===== config.mk =====
export PLATFORM = sky130hd
export DESIGN_NAME = gcd_engine
export DESIGN_NICKNAME = d
export VERILOG_FILES = /design/src/rtl/gcd_pkg.sv /design/src/rtl/sub.sv /design/src/rtl/gcd_engine.sv
export SDC_FILE = /design/constraint.sdc
export NUM_CORES = 1
export LEC_CHECK = 0
export BUFFER_PORTS_ARGS = -buffer_cell sky130_fd_sc_hd__buf_2
export CAP_MARGIN = 20
export CORE_UTILIZATION = 42
export CTS_BUF_LIST = sky130_fd_sc_hd__clkbuf_4 sky130_fd_sc_hd__clkbuf_8 sky130_fd_sc_hd__clkbuf_16
export DETAILED_ROUTE_END_ITERATION = 10
export PLACE_DENSITY_LB_ADDON = 0.25
export SLEW_MARGIN = 10
export SYNTH_ARGS = -nofsm -noshare
export SYNTH_HDL_FRONTEND = slang
export SYNTH_SLANG_ARGS = --single-unit

===== constraint.sdc =====
create_clock -name clk -period 6.4 [get_ports clk]
set_clock_uncertainty 0.1 [all_clocks]
set_input_delay 0.64 -clock clk [delete_from_list [all_inputs] [get_ports clk]]
set_output_delay 0.64 -clock clk [all_outputs]
set_load 0.05 [all_outputs]

===== src/rtl/gcd_pkg.sv =====
// Shared types and default sizing for the GCD engine.
package gcd_pkg;

  localparam int WIDTH = 32;
  localparam int CNT_W = 32;

  typedef enum logic [1:0] {
    IDLE,
    CALC,
    DONE
  } gcd_state_t;

endpackage


===== src/rtl/sub.sv =====
// Existing 32-bit subtractor: Res = A - B (modulo 2^32).
module sub (
  input  logic [31:0] A,
  input  logic [31:0] B,
  output logic [31:0] Res
);

  assign Res = A - B;

endmodule


===== src/rtl/gcd_engine.sv =====
// Iterative GCD by repeated subtraction. One operand pair is accepted on the
// input handshake, reduced one subtraction per cycle through the shared `sub`
// unit, and the GCD plus subtraction count is offered on the output handshake.
module gcd_engine #(
  parameter int WIDTH = gcd_pkg::WIDTH,
  parameter int CNT_W = gcd_pkg::CNT_W
) (
  input  logic             clk,
  input  logic             rst,
  input  logic             in_valid,
  output logic             in_ready,
  input  logic [WIDTH-1:0] a_in,
  input  logic [WIDTH-1:0] b_in,
  output logic             out_valid,
  input  logic             out_ready,
  output logic [WIDTH-1:0] gcd_out,
  output logic [CNT_W-1:0] iter_cnt,
  output logic             busy
);

  import gcd_pkg::*;

  gcd_state_t       state_q, state_d;
  logic [WIDTH-1:0] a_q, a_d;
  logic [WIDTH-1:0] b_q, b_d;
  logic [WIDTH-1:0] gcd_q, gcd_d;
  logic [CNT_W-1:0] cnt_q, cnt_d;
  logic [CNT_W-1:0] iter_q, iter_d;
  logic             out_valid_q, out_valid_d;

  logic             a_gt_b;
  logic [WIDTH-1:0] op_max, op_min, diff;
  logic [31:0]      sub_a, sub_b, sub_res;

  // Unsigned compare steers the larger operand to the minuend, so the
  // difference never underflows.
  always_comb begin
    a_gt_b = (a_q > b_q);
    op_max = a_gt_b ? a_q : b_q;
    op_min = a_gt_b ? b_q : a_q;
    sub_a  = 32'(op_max);
    sub_b  = 32'(op_min);
    diff   = WIDTH'(sub_res);
  end

  sub u_sub (
    .A   (sub_a),
    .B   (sub_b),
    .Res (sub_res)
  );

  // Next-state and next-datapath values; results are captured on entry to DONE.
  always_comb begin
    // NOTE: every output of this block gets a default first so no path leaves a latch.
    state_d     = state_q;
    a_d         = a_q;
    b_d         = b_q;
    cnt_d       = cnt_q;
    gcd_d       = gcd_q;
    iter_d      = iter_q;
    out_valid_d = out_valid_q;

    case (state_q)
      IDLE: begin
        if (in_valid) begin
          a_d     = a_in;
          b_d     = b_in;
          cnt_d   = '0;
          state_d = CALC;
        end
      end

      CALC: begin
        if (a_q == '0 || b_q == '0 || a_q == b_q) begin
          // A zero operand yields the other one; equal operands yield either.
          gcd_d       = (a_q == '0) ? b_q : a_q;
          iter_d      = cnt_q;
          out_valid_d = 1'b1;
          state_d     = DONE;
        end else begin
          if (a_gt_b) a_d = diff;
          else        b_d = diff;
          // Saturate rather than wrap so a huge job never reports a tiny count.
          if (cnt_q != '1) cnt_d = cnt_q + CNT_W'(1);
        end
      end

      DONE: begin
        if (out_ready) begin
          out_valid_d = 1'b0;
          state_d     = IDLE;
        end
      end

      default: state_d = IDLE;
    endcase
  end

  // State and datapath registers with synchronous reset.
  always_ff @(posedge clk) begin
    // NOTE: sequential state uses non-blocking assignments so every register samples pre-edge values.
    if (rst) begin
      state_q     <= IDLE;
      a_q         <= '0;
      b_q         <= '0;
      cnt_q       <= '0;
      gcd_q       <= '0;
      iter_q      <= '0;
      out_valid_q <= 1'b0;
    end else begin
      state_q     <= state_d;
      a_q         <= a_d;
      b_q         <= b_d;
      cnt_q       <= cnt_d;
      gcd_q       <= gcd_d;
      iter_q      <= iter_d;
      out_valid_q <= out_valid_d;
    end
  end

  assign in_ready  = (state_q == IDLE);
  assign busy      = (state_q != IDLE);
  assign out_valid = out_valid_q;
  assign gcd_out   = gcd_q;
  assign iter_cnt  = iter_q;

endmodule


==> metrics, run 1 <==
outcome=finished, violations left; violations in the final reports=design-rule violations; wire length per cell=between 15 and 20 microns; count of cells along the worst register-to-register path=20; Net count, final=1421; hold path startpoint=iter_cnt[7]; r2r setup slk=a little under 0.6 ns; most used flip-flop cell after synthesis=sky130_fd_sc_hd__dfxtp_1; end of the worst register-to-register path=b_q[28]; worst min-delay path class=flop to flop; sinks on the clock net=~160; Final Core Density=about 50%; area inside the core boundary=22000 sq um; clock period minus final worst setup slack=slightly below 6 ns; final max-slew violation count=0; cell area after layout=~11000 sq um; synthesized netlist net count=between 1000 and 1500; standby leakage power=~0.0044 uW; unrepaired setup endpoints after global routing=no; VDD IR-drop max=between 0.0002 and 0.00025 V; end point of the most critical hold path=iter_cnt[7]; launch point of the worst reg-to-reg path=b_q[29]; # diodes=0; count of placed standard cells in the final layout, fillers left out=roughly 1600; number of setup buffers added after CTS=0; Mapped Avg Cell Area=slightly below 8 sq um; root buffer cell=sky130_fd_sc_hd__clkbuf_16; hold path cells=2; Horiz. Die Dim=approximately 150 microns; # DRC=12; number of setup violations in the final report=0; Worst Setup Slack post-DPL=a little over 0.8 ns; Seq/Total Area, Yosys=around a third; share of async-settable or async-resettable flops after synthesis=0%; largest net degree at the start of global routing=82; CP Data Required Time=~6.6 ns; gate count of the mapped netlist=roughly 1200; start-to-end type of the worst setup path=flop to flop; number of buffers inserted during clock tree synthesis=17; I/O pin count=about 140; clock tree from TritonCTS=built; residual overflow from global routing=0; post-detailed-route count of antenna-violating nets=0; die area=23300 sq um; number of optimization iterations in the first detailed-route pass=9; number of flops mapped to enable cells by yosys=0; placed wire-length estimate after detailed placement=~21000 microns; Max-slew headroom=about a third; Critical Path Fanout Max=9; Syn. warnings=0; total standard cell area after synthesis=roughly 9500 sq um; Vias/cell=5.91; overall routed net length=slightly below 30000 microns; total cell area at the placement stage=slightly above 10000 sq um; post-cts sizing count=0; fraction of synthesized cell area taken by the top area cell type=between 30% and 40%; timing-limited maximum frequency=around 170 MHz; number of input and output port buffers inserted=approximately 130; global-route wire length before repair=approximately 48000 microns; Worst-Margin Slew=approximately 1 ns; gr usage total=25.4%; Max Cap Violations=0; most area-consuming cells after synthesis=sky130_fd_sc_hd__dfxtp_1 34%, sky130_fd_sc_hd__a21oi_1 6.6%, sky130_fd_sc_hd__nand2_1 5.9%, sky130_fd_sc_hd__a211oi_1 5.8%, sky130_fd_sc_hd__nor2_1 5.6%; number of synthesized register bits=163; number of hold-slack violations in the final timing report=0; Placement Rows=54; number of global-route vias before repair=around 9000; hold_buf cts=0; count of different cell masters after synthesis=81; routability congestion estimate=roughly 0.96; Worst Setup Start Kind=flop; insertion delay to the later sink of the worst-skew pair=0.45 ns; via count=9519; cell types with the highest counts after synthesis=163 x sky130_fd_sc_hd__dfxtp_1, 149 x sky130_fd_sc_hd__nand2_1, 143 x sky130_fd_sc_hd__nor2_1; Critical Path Sink Type=flop; total negative slack for setup checks=0 ns; CTS H-Tree Depth=4; height of the chip=153 microns; synthesis-to-layout area growth=15.1%; share of layout cells above drive strength 1=about 16%; part of the cycle the worst path needs=90.9%; cell with the most instances after synthesis=sky130_fd_sc_hd__dfxtp_1; library cell with the largest summed area after synthesis=sky130_fd_sc_hd__dfxtp_1; starting utilization of the core area=a little over two fifths; Bufs on Longest Clock Path=2; number of DRC markers after the initial detailed-route iteration=just over 800; antenna violations before repair=0; Worst-path clk slew=about 0.080 ns; post-route setup slack=slightly below 0.6 ns; number of placed instances, taps included=around 1600; arrival time at the worst endpoint=~6.0 ns; PD cells=between 500 and 600 nW/um^2
[final cells by class]
type | count | area (sq um)
fill | 2194 | 11000
multi-input combinational | 945 | 5790
sequential | 163 | 3260
timing repair buffer | 147 | 791
clock buffer | 17 | 425
tap | 280 | 350
clock inverter | 15 | 194
inverter | 45 | 169
[stage by stage]
step | hold WS (ns) | power [uW]
floorplan | 0.346 | 3770
global placement | 0.341 | 4520
detailed placement | 0.344 | 4520
CTS | 0.355 | 5600
global route | 0.368 | 6030
finish | 0.352 | 5660
[state kept, by name, indices dropped and copies added (netlist names)]
register   count
a_q           32
b_q           32
cnt_q         32
gcd_out       32
iter_cnt      32
out_valid      1
state_q        2
[worst max-delay path by stage]
stage	from	end	slack, ns	cells past startpoint
finish	b_q[29]	b_q[28]	0.58	20
global route	b_q[29]	b_q[28]	0.17	20
CTS	b_q[29]	b_q[28]	0.79	20
detailed placement	b_q[29]	b_q[28]	0.81	20
global placement	b_q[24]	b_q[28]	0.88	20
floorplan	b_q[5]	b_q[28]	1.25	24
[layout by cell type, fill, tap and decap left out, types with 23 or more instances in the layout]
cell type / netlist / layout
sky130_fd_sc_hd__ha_1: 34 / 34
sky130_fd_sc_hd__dfxtp_1: 163 / 163
sky130_fd_sc_hd__nand2_1: 149 / 149
sky130_fd_sc_hd__nand3_1: 25 / 25
sky130_fd_sc_hd__nand4_1: 23 / 23
sky130_fd_sc_hd__nor2_1: 143 / 141
sky130_fd_sc_hd__o21ai_0: 23 / 23
sky130_fd_sc_hd__xor2_1: 37 / 37
sky130_fd_sc_hd__a21oi_1: 126 / 125
sky130_fd_sc_hd__buf_2: 13 / 133
sky130_fd_sc_hd__a211oi_1: 74 / 74
sky130_fd_sc_hd__inv_1: 45 / 45
sky130_fd_sc_hd__nor3_1: 47 / 47
[logic make-up (layout without fill, tap and decap cells)]
kind of cell / after synthesis / in the layout / share of synthesized area (%)
AND/OR/NAND/NOR: 495 / 495 / 24.5
buffers and inverters: 129 / 224 / 5.49
XOR/XNOR: 47 / 47 / 4.31
AO/OA/AOI/OAI: 347 / 347 / 24.6
multiplexers: 22 / 22 / 2.43
adder cells (fa/ha/maj): 34 / 34 / 4.46
flip-flops: 163 / 163 / 34.2
[layer usage]
metal	part of all wire (%)	vias up	track usage [%]
met5	0	-	0
met3	6.1	45	4.81
met1	48	4498	34.8
met4	2.0	0	8.47
met2	44	342	40.0
li1	-	4634	-
[worst max-delay path: stages, from the launching register on]
cell and delay [ns]:
sky130_fd_sc_hd__dfxtp_1 0.44, sky130_fd_sc_hd__inv_1 0.10, sky130_fd_sc_hd__ha_1 0.47, sky130_fd_sc_hd__nand4_1 0.25, sky130_fd_sc_hd__nor4_2 0.47, sky130_fd_sc_hd__and2b_1 0.26, sky130_fd_sc_hd__o31a_1 0.52, sky130_fd_sc_hd__nor2_8 0.03
sky130_fd_sc_hd__mux2i_1 0.14, sky130_fd_sc_hd__ha_1 0.20, sky130_fd_sc_hd__o21ai_0 0.17, sky130_fd_sc_hd__nand2_1 0.07, sky130_fd_sc_hd__a21oi_1 0.20, sky130_fd_sc_hd__o21ai_0 0.14, sky130_fd_sc_hd__a311oi_1 0.44, sky130_fd_sc_hd__nor4_1 0.13
sky130_fd_sc_hd__o2111ai_1 0.54, sky130_fd_sc_hd__nand4_1 0.30, sky130_fd_sc_hd__and4bb_2 0.31, sky130_fd_sc_hd__nor3_1 0.24, sky130_fd_sc_hd__a221oi_1 0.11
[power breakdown]
group / switching [uW] / internal [uW]
combinational: 2000 / 1220
sequential: 209 / 1160
clock: 536 / 538
total: 2750 / 2920
Power figures use the tool's default switching activity.
==> run 2, diff against run 1 <==
--- a/config.mk
+++ b/config.mk
@@ -7,7 +7,7 @@
 export LEC_CHECK = 0
 export BUFFER_PORTS_ARGS = -buffer_cell sky130_fd_sc_hd__buf_2
 export CAP_MARGIN = 20
-export CORE_UTILIZATION = 42
+export CORE_UTILIZATION = 51
 export CTS_BUF_LIST = sky130_fd_sc_hd__clkbuf_4 sky130_fd_sc_hd__clkbuf_8 sky130_fd_sc_hd__clkbuf_16
 export DETAILED_ROUTE_END_ITERATION = 10
 export PLACE_DENSITY_LB_ADDON = 0.25
==> metrics, run 2 (same netlist as run 1, synthesis figures left out) <==
outcome=finished, violations left; violations in the final reports=design-rule violations; Worst Setup Start Kind=flop; die area=19300 sq um (-17%); worst min-delay path class=flop to flop; hold_buf cts=0 (unchanged); Horiz. Die Dim=139 microns (-9.1%); cells along the critical path=inv_1, ha_1, nand4_1, nor4_2, and2b_1, o31a_1, nor2_8, mux2i_1, ha_1, o21ai_0, nand2_1, a21oi_1, o21ai_0, a311oi_1, nor4_1, o2111ai_1, nand4_1, and4bb_2, nor3_1, a221oi_1; clock tree from TritonCTS=built; Vias/cell=6.07 (+2.8%); Critical Path Sink Type=flop; I/O pin count=135 (unchanged); placed wire-length estimate after detailed placement=19600 microns (-5.9%); number of setup violations in the final report=0 (unchanged); met3 track utilization from global routing=4.77% (-0.041 points); number of DRC markers after the initial detailed-route iteration=827 (+2.1%); start-to-end type of the worst setup path=flop to flop; number of hold-slack violations in the final timing report=0 (unchanged); CTS H-Tree Depth=4 (unchanged); Worst-Margin Slew=1.03 ns (+0.00569 ns); clock period minus final worst setup slack=5.79 ns (-0.0269 ns); insertion delay to the later sink of the worst-skew pair=0.44 ns (about the same); routability congestion estimate=0.977 (+2.2%); Placement Rows=49 (-9.3%); unrepaired setup endpoints after global routing=no; Worst-path clk slew=0.07 ns (about the same); timing endpoint of the critical path=b_q[28]; # diodes=0 (unchanged); PD cells=515 nW/um^2 (-0.15%); total negative slack for setup checks=0 ns (unchanged); largest net degree at the start of global routing=76 (-7.3%); overall power consumption=5600 uW (-1.1%); P_sw=2700 uW (-1.9%); number of buffers inserted during clock tree synthesis=17 (unchanged); met2 capacity usage during global routing=48.1% (+8.1 points); antenna violations before repair=0 (unchanged); residual overflow from global routing=0 (unchanged); end of the worst register-to-register path=b_q[28]; launch point of the worst reg-to-reg path=b_q[29]; Net count, final=1420 (-0.070%); standby leakage power=0.00434 uW (-0.62%); met1 usage=39.2% (+4.4 points); root buffer cell=sky130_fd_sc_hd__clkbuf_16; post-detailed-route count of antenna-violating nets=0 (unchanged); area of the multi-input gates=5790 sq um (unchanged); gr usage total=29.4% (+4.0 points); combinational cell fraction of total power=57.1% (about the same); count of placed standard cells in the final layout, fillers left out=1560 (-3.2%); Bufs on Longest Clock Path=2 (unchanged); post-cts sizing count=0 (unchanged); number of optimization iterations in the first detailed-route pass=9 (unchanged); Fill cells=1702 (-22%); Critical Path Fanout Max=9 (unchanged); commonest non-fill, non-tap cell in the layout=sky130_fd_sc_hd__dfxtp_1; portion of total power attributed to sequential cells=24.3% (+0.2 points); area inside the core boundary=18100 sq um (-18%); grt peak-use layer=met2; overall routed net length=27900 microns (-5.3%); number of input and output port buffers inserted=134 (unchanged); Max-slew headroom=31.5% (-0.22 points); number of global-route vias before repair=8984 (+1.4%); timing-limited maximum frequency=173 MHz (+0.47%); Final Core Density=60.0% (+10 points); launching instance or port of the critical path=b_q[29]; switching power share of the total=48.1% (-0.41 points); cell with the largest stage delay on the worst path=sky130_fd_sc_hd__o31a_1; Max Cap Violations=0 (unchanged); share of layout cells above drive strength 1=15.6% (-0.063 points); final max-slew violation count=0 (unchanged); cell area after layout=10900 sq um (-0.92%); Power Internal=2910 uW (-0.28%); global-route wire length before repair=45800 microns (-3.8%); sinks on the clock net=163 (unchanged); wire length per cell=17.9 microns (-2.2%); arrival time at the worst endpoint=5.98 ns (-0.03 ns); via count=9467 (-0.55%); # DRC=11 (-1); Clk network pwr share=18.6% (-0.4 points); height of the chip=139 microns (-9.1%); CP Data Required Time=6.59 ns (about the same); VDD IR-drop max=0.000262 V (+10%); part of the cycle the worst path needs=90.5% (-0.42 points); count of cells along the worst register-to-register path=20 (unchanged); number of placed instances, taps included=1528 (-3.2%); starting utilization of the core area=52.6% (+9.3 points); r2r setup slk=0.61 ns (+0.03 ns); synthesis-to-layout area growth=14.0%; total cell area at the placement stage=10300 sq um (-0.62%); delay of the slowest critical-path stage=0.54 ns (about the same); commonest non-fill, non-tap cells in the layout=163 x sky130_fd_sc_hd__dfxtp_1, 149 x sky130_fd_sc_hd__nand2_1, 141 x sky130_fd_sc_hd__nor2_1, 133 x sky130_fd_sc_hd__buf_2, 125 x sky130_fd_sc_hd__a21oi_1; Storage cell area=3260 sq um (unchanged); number of setup buffers added after CTS=0 (unchanged)
[run 2: changes by cell type in the layout (fill, tap and decap cells not counted)]
cell / delta
sky130_fd_sc_hd__buf_16: -1
sky130_fd_sc_hd__clkinv_4: -1
sky130_fd_sc_hd__clkinvlp_4: +2
sky130_fd_sc_hd__inv_6: +2
sky130_fd_sc_hd__inv_8: -3
[run 2: layer usage]
metal	wire length [microns]	share of wire [%]
met4	629	2.3
met2	12800	46
met1	12900	46
met3	1620	5.8
met5	0	0
[run 2: final cells by class]
class,instances,area share [%]
Multi-Input combinational cell,945,53.2
Clock inverter,15,1.69
Inverter,45,1.55
Sequential cell,163,30.0
Timing Repair Buffer,146,7.01
Clock buffer,17,3.91
Tap cell,229,2.63
[run 2: how the worst min path moves through the flow]
stage,start,end,slack (ns),depth (start not counted)
after global routing,iter_cnt[13],iter_cnt[13],0.38,2
final,iter_cnt[8],iter_cnt[8],0.35,2
after floorplan,cnt_q[10],iter_cnt[10],0.35,2
after global placement,iter_cnt[8],iter_cnt[8],0.34,2
after detailed placement,iter_cnt[12],iter_cnt[12],0.34,2
after CTS,iter_cnt[31],iter_cnt[31],0.35,2
[run 2: worst max-delay path: cells and delay by family (launching register included)]
kind                     cells  cell delay (ns)
buffers and inverters        1             0.08
multiplexers                 1             0.14
flip-flops                   1             0.41
adder cells (fa/ha/maj)      2             0.69
AND/OR/NAND/NOR              9             2.11
AO/OA/AOI/OAI                7             2.12
[run 2: metrics by stage]
stage	setup WS (ns)	hold slack, ns
final	0.610	0.352
after global routing	0.120	0.377
after CTS	0.739	0.354
after detailed placement	0.762	0.343
after global placement	0.908	0.341
after floorplan	1.25	0.346
[run 2: power groups by stage]
stage          Combinational [uW]  Sequential, uW  Clock, uW
2_1_floorplan                2450            1310          0
3_3_place_gp                 3110            1370          0
3_5_place_dp                 3120            1380          0
4_1_cts                      3140            1360       1050
5_1_grt                      3510            1390       1090
6_report                     3200            1360       1040
==> run 3, diff against run 2 <==
--- a/config.mk
+++ b/config.mk
@@ -8,7 +8,8 @@
 export BUFFER_PORTS_ARGS = -buffer_cell sky130_fd_sc_hd__buf_2
 export CAP_MARGIN = 20
 export CORE_UTILIZATION = 51
-export CTS_BUF_LIST = sky130_fd_sc_hd__clkbuf_4 sky130_fd_sc_hd__clkbuf_8 sky130_fd_sc_hd__clkbuf_16
+export CTS_BUF_LIST = sky130_fd_sc_hd__clkbuf_2 sky130_fd_sc_hd__clkbuf_4 sky130_fd_sc_hd__clkbuf_8
+export CTS_CLUSTER_SIZE = 20
 export DETAILED_ROUTE_END_ITERATION = 10
 export PLACE_DENSITY_LB_ADDON = 0.25
 export SLEW_MARGIN = 10
==> metrics, run 3 (same netlist as run 1, synthesis figures left out) <==
CTS H-Tree Depth=4 (unchanged); Worst-path clk slew=0.11 ns (+0.04 ns); starting utilization of the core area=52.6% (unchanged); Worst-Margin Slew=1.04 ns (+0.00899 ns); hold_buf cts=0 (unchanged); share of layout cells above drive strength 1=15.6% (unchanged); total negative slack for setup checks=0 ns (unchanged); antenna violations before repair=0 (unchanged); I/O pin count=135 (unchanged); Vias/cell=6.06 (about the same); routability congestion estimate=0.977 (unchanged); placed wire-length estimate after detailed placement=19600 microns (unchanged); Storage cell area=3260 sq um (unchanged); CP Data Required Time=6.64 ns (+0.05 ns); PD cells=500 nW/um^2 (-2.9%); global-route wire length before repair=45800 microns (about the same); number of optimization iterations in the first detailed-route pass=8 (-1); post-cts sizing count=0 (unchanged); # DRC=11 (unchanged); commonest non-fill, non-tap cells in the layout=163 x sky130_fd_sc_hd__dfxtp_1, 149 x sky130_fd_sc_hd__nand2_1, 141 x sky130_fd_sc_hd__nor2_1, 133 x sky130_fd_sc_hd__buf_2, 125 x sky130_fd_sc_hd__a21oi_1; root buffer cell=sky130_fd_sc_hd__clkbuf_8; violations in the final reports=design-rule violations; number of hold-slack violations in the final timing report=0 (unchanged); start-to-end type of the worst setup path=flop to flop; Fill cells=1733 (+1.8%); wire length per cell=18.0 microns (+0.37%); Max-slew headroom=30.9% (-0.60 points); # diodes=0 (unchanged); total cell area at the placement stage=10300 sq um (unchanged); number of global-route vias before repair=8960 (-0.27%); Max Cap Violations=0 (unchanged); die area=19300 sq um (unchanged); via count=9459 (-0.085%); number of DRC markers after the initial detailed-route iteration=777 (-6.0%); part of the cycle the worst path needs=91.1% (+0.58 points); overall routed net length=28000 microns (+0.37%); outcome=finished, violations left; cell area after layout=10700 sq um (-1.8%); largest net degree at the start of global routing=76 (unchanged); Bufs on Longest Clock Path=2 (unchanged); Critical Path Sink Type=flop; standby leakage power=0.00425 uW (-2.0%); arrival time at the worst endpoint=6.07 ns (+0.09 ns); gr usage total=29.4% (about the same); insertion delay to the later sink of the worst-skew pair=0.49 ns (+0.05 ns); VDD IR-drop max=0.000263 V (+0.37%); clock tree from TritonCTS=built; unrepaired setup endpoints after global routing=no; timing-limited maximum frequency=172 MHz (-0.64%); number of setup violations in the final report=0 (unchanged); Placement Rows=49 (unchanged); Worst Setup Start Kind=flop; Critical Path Fanout Max=9 (unchanged); area inside the core boundary=18100 sq um (unchanged); number of input and output port buffers inserted=134 (unchanged); area of the multi-input gates=5790 sq um (unchanged); Net count, final=1420 (unchanged); worst min-delay path class=input port to flop; synthesis-to-layout area growth=12.0%; height of the chip=139 microns (unchanged); Horiz. Die Dim=139 microns (unchanged); number of setup buffers added after CTS=0 (unchanged); post-detailed-route count of antenna-violating nets=0 (unchanged); number of buffers inserted during clock tree synthesis=17 (unchanged); sinks on the clock net=163 (unchanged); clock period minus final worst setup slack=5.83 ns (+0.0374 ns); commonest non-fill, non-tap cell in the layout=sky130_fd_sc_hd__dfxtp_1; final max-slew violation count=0 (unchanged); residual overflow from global routing=0 (unchanged)
run 3: final timing paths:
check	startpoint	endpoint	slack (ns)	cells after the start
worst max register to register	b_q[29]	b_q[28]	0.57	20
worst min register to register	iter_cnt[8]	iter_cnt[8]	0.36	2
worst max-delay path	b_q[29]	b_q[28]	0.57	20
worst min-delay path	out_ready	state_q[1]	0.31	4
run 3: cell type report:
type	count	area share [%]
Timing Repair Buffer	146	7.14
Inverter	45	1.58
Clock buffer	17	2.19
Tap cell	229	2.68
Clock inverter	15	1.72
Sequential cell	163	30.5
Multi-Input combinational cell	945	54.2
run 3: worst max-delay path, stage by stage, from the launching register on:
cell and delay [ns]:
sky130_fd_sc_hd__dfxtp_1 0.42, sky130_fd_sc_hd__inv_1 0.08, sky130_fd_sc_hd__ha_1 0.47, sky130_fd_sc_hd__nand4_1 0.26, sky130_fd_sc_hd__nor4_2 0.48, sky130_fd_sc_hd__and2b_1 0.25, sky130_fd_sc_hd__o31a_1 0.52, sky130_fd_sc_hd__nor2_8 0.03
sky130_fd_sc_hd__mux2i_1 0.14, sky130_fd_sc_hd__ha_1 0.21, sky130_fd_sc_hd__o21ai_0 0.16, sky130_fd_sc_hd__nand2_1 0.07, sky130_fd_sc_hd__a21oi_1 0.20, sky130_fd_sc_hd__o21ai_0 0.13, sky130_fd_sc_hd__a311oi_1 0.49, sky130_fd_sc_hd__nor4_1 0.14
sky130_fd_sc_hd__o2111ai_1 0.52, sky130_fd_sc_hd__nand4_1 0.29, sky130_fd_sc_hd__and4bb_2 0.31, sky130_fd_sc_hd__nor3_1 0.28, sky130_fd_sc_hd__a221oi_1 0.12
run 3: layer usage:
metal  GRT usage, %  wire [microns]  up-vias
li1               -               -     4623
met1           39.5           13000     4482
met2           47.8           12800      300
met3           4.35            1510       54
met4           11.3             716        0
met5              0               0        -
run 3: report_power, final:
part	switching [uW]	internal [uW]
sequential	206	1160
combinational	1980	1220
clock	487	301
run 3: through the flow:
step                worst slack [ns]  power (uW)  hold slack, ns  std cells  utilization (%)
global placement               0.908        4490           0.341       1528             56.6
finish                         0.572        5350           0.312       1560             58.9
CTS                            0.734        5290           0.300       1560             58.9
global route                   0.115        5730           0.336       1560             58.9
detailed placement             0.762        4500           0.343       1528             56.6
floorplan                       1.25        3770           0.346       1237                -
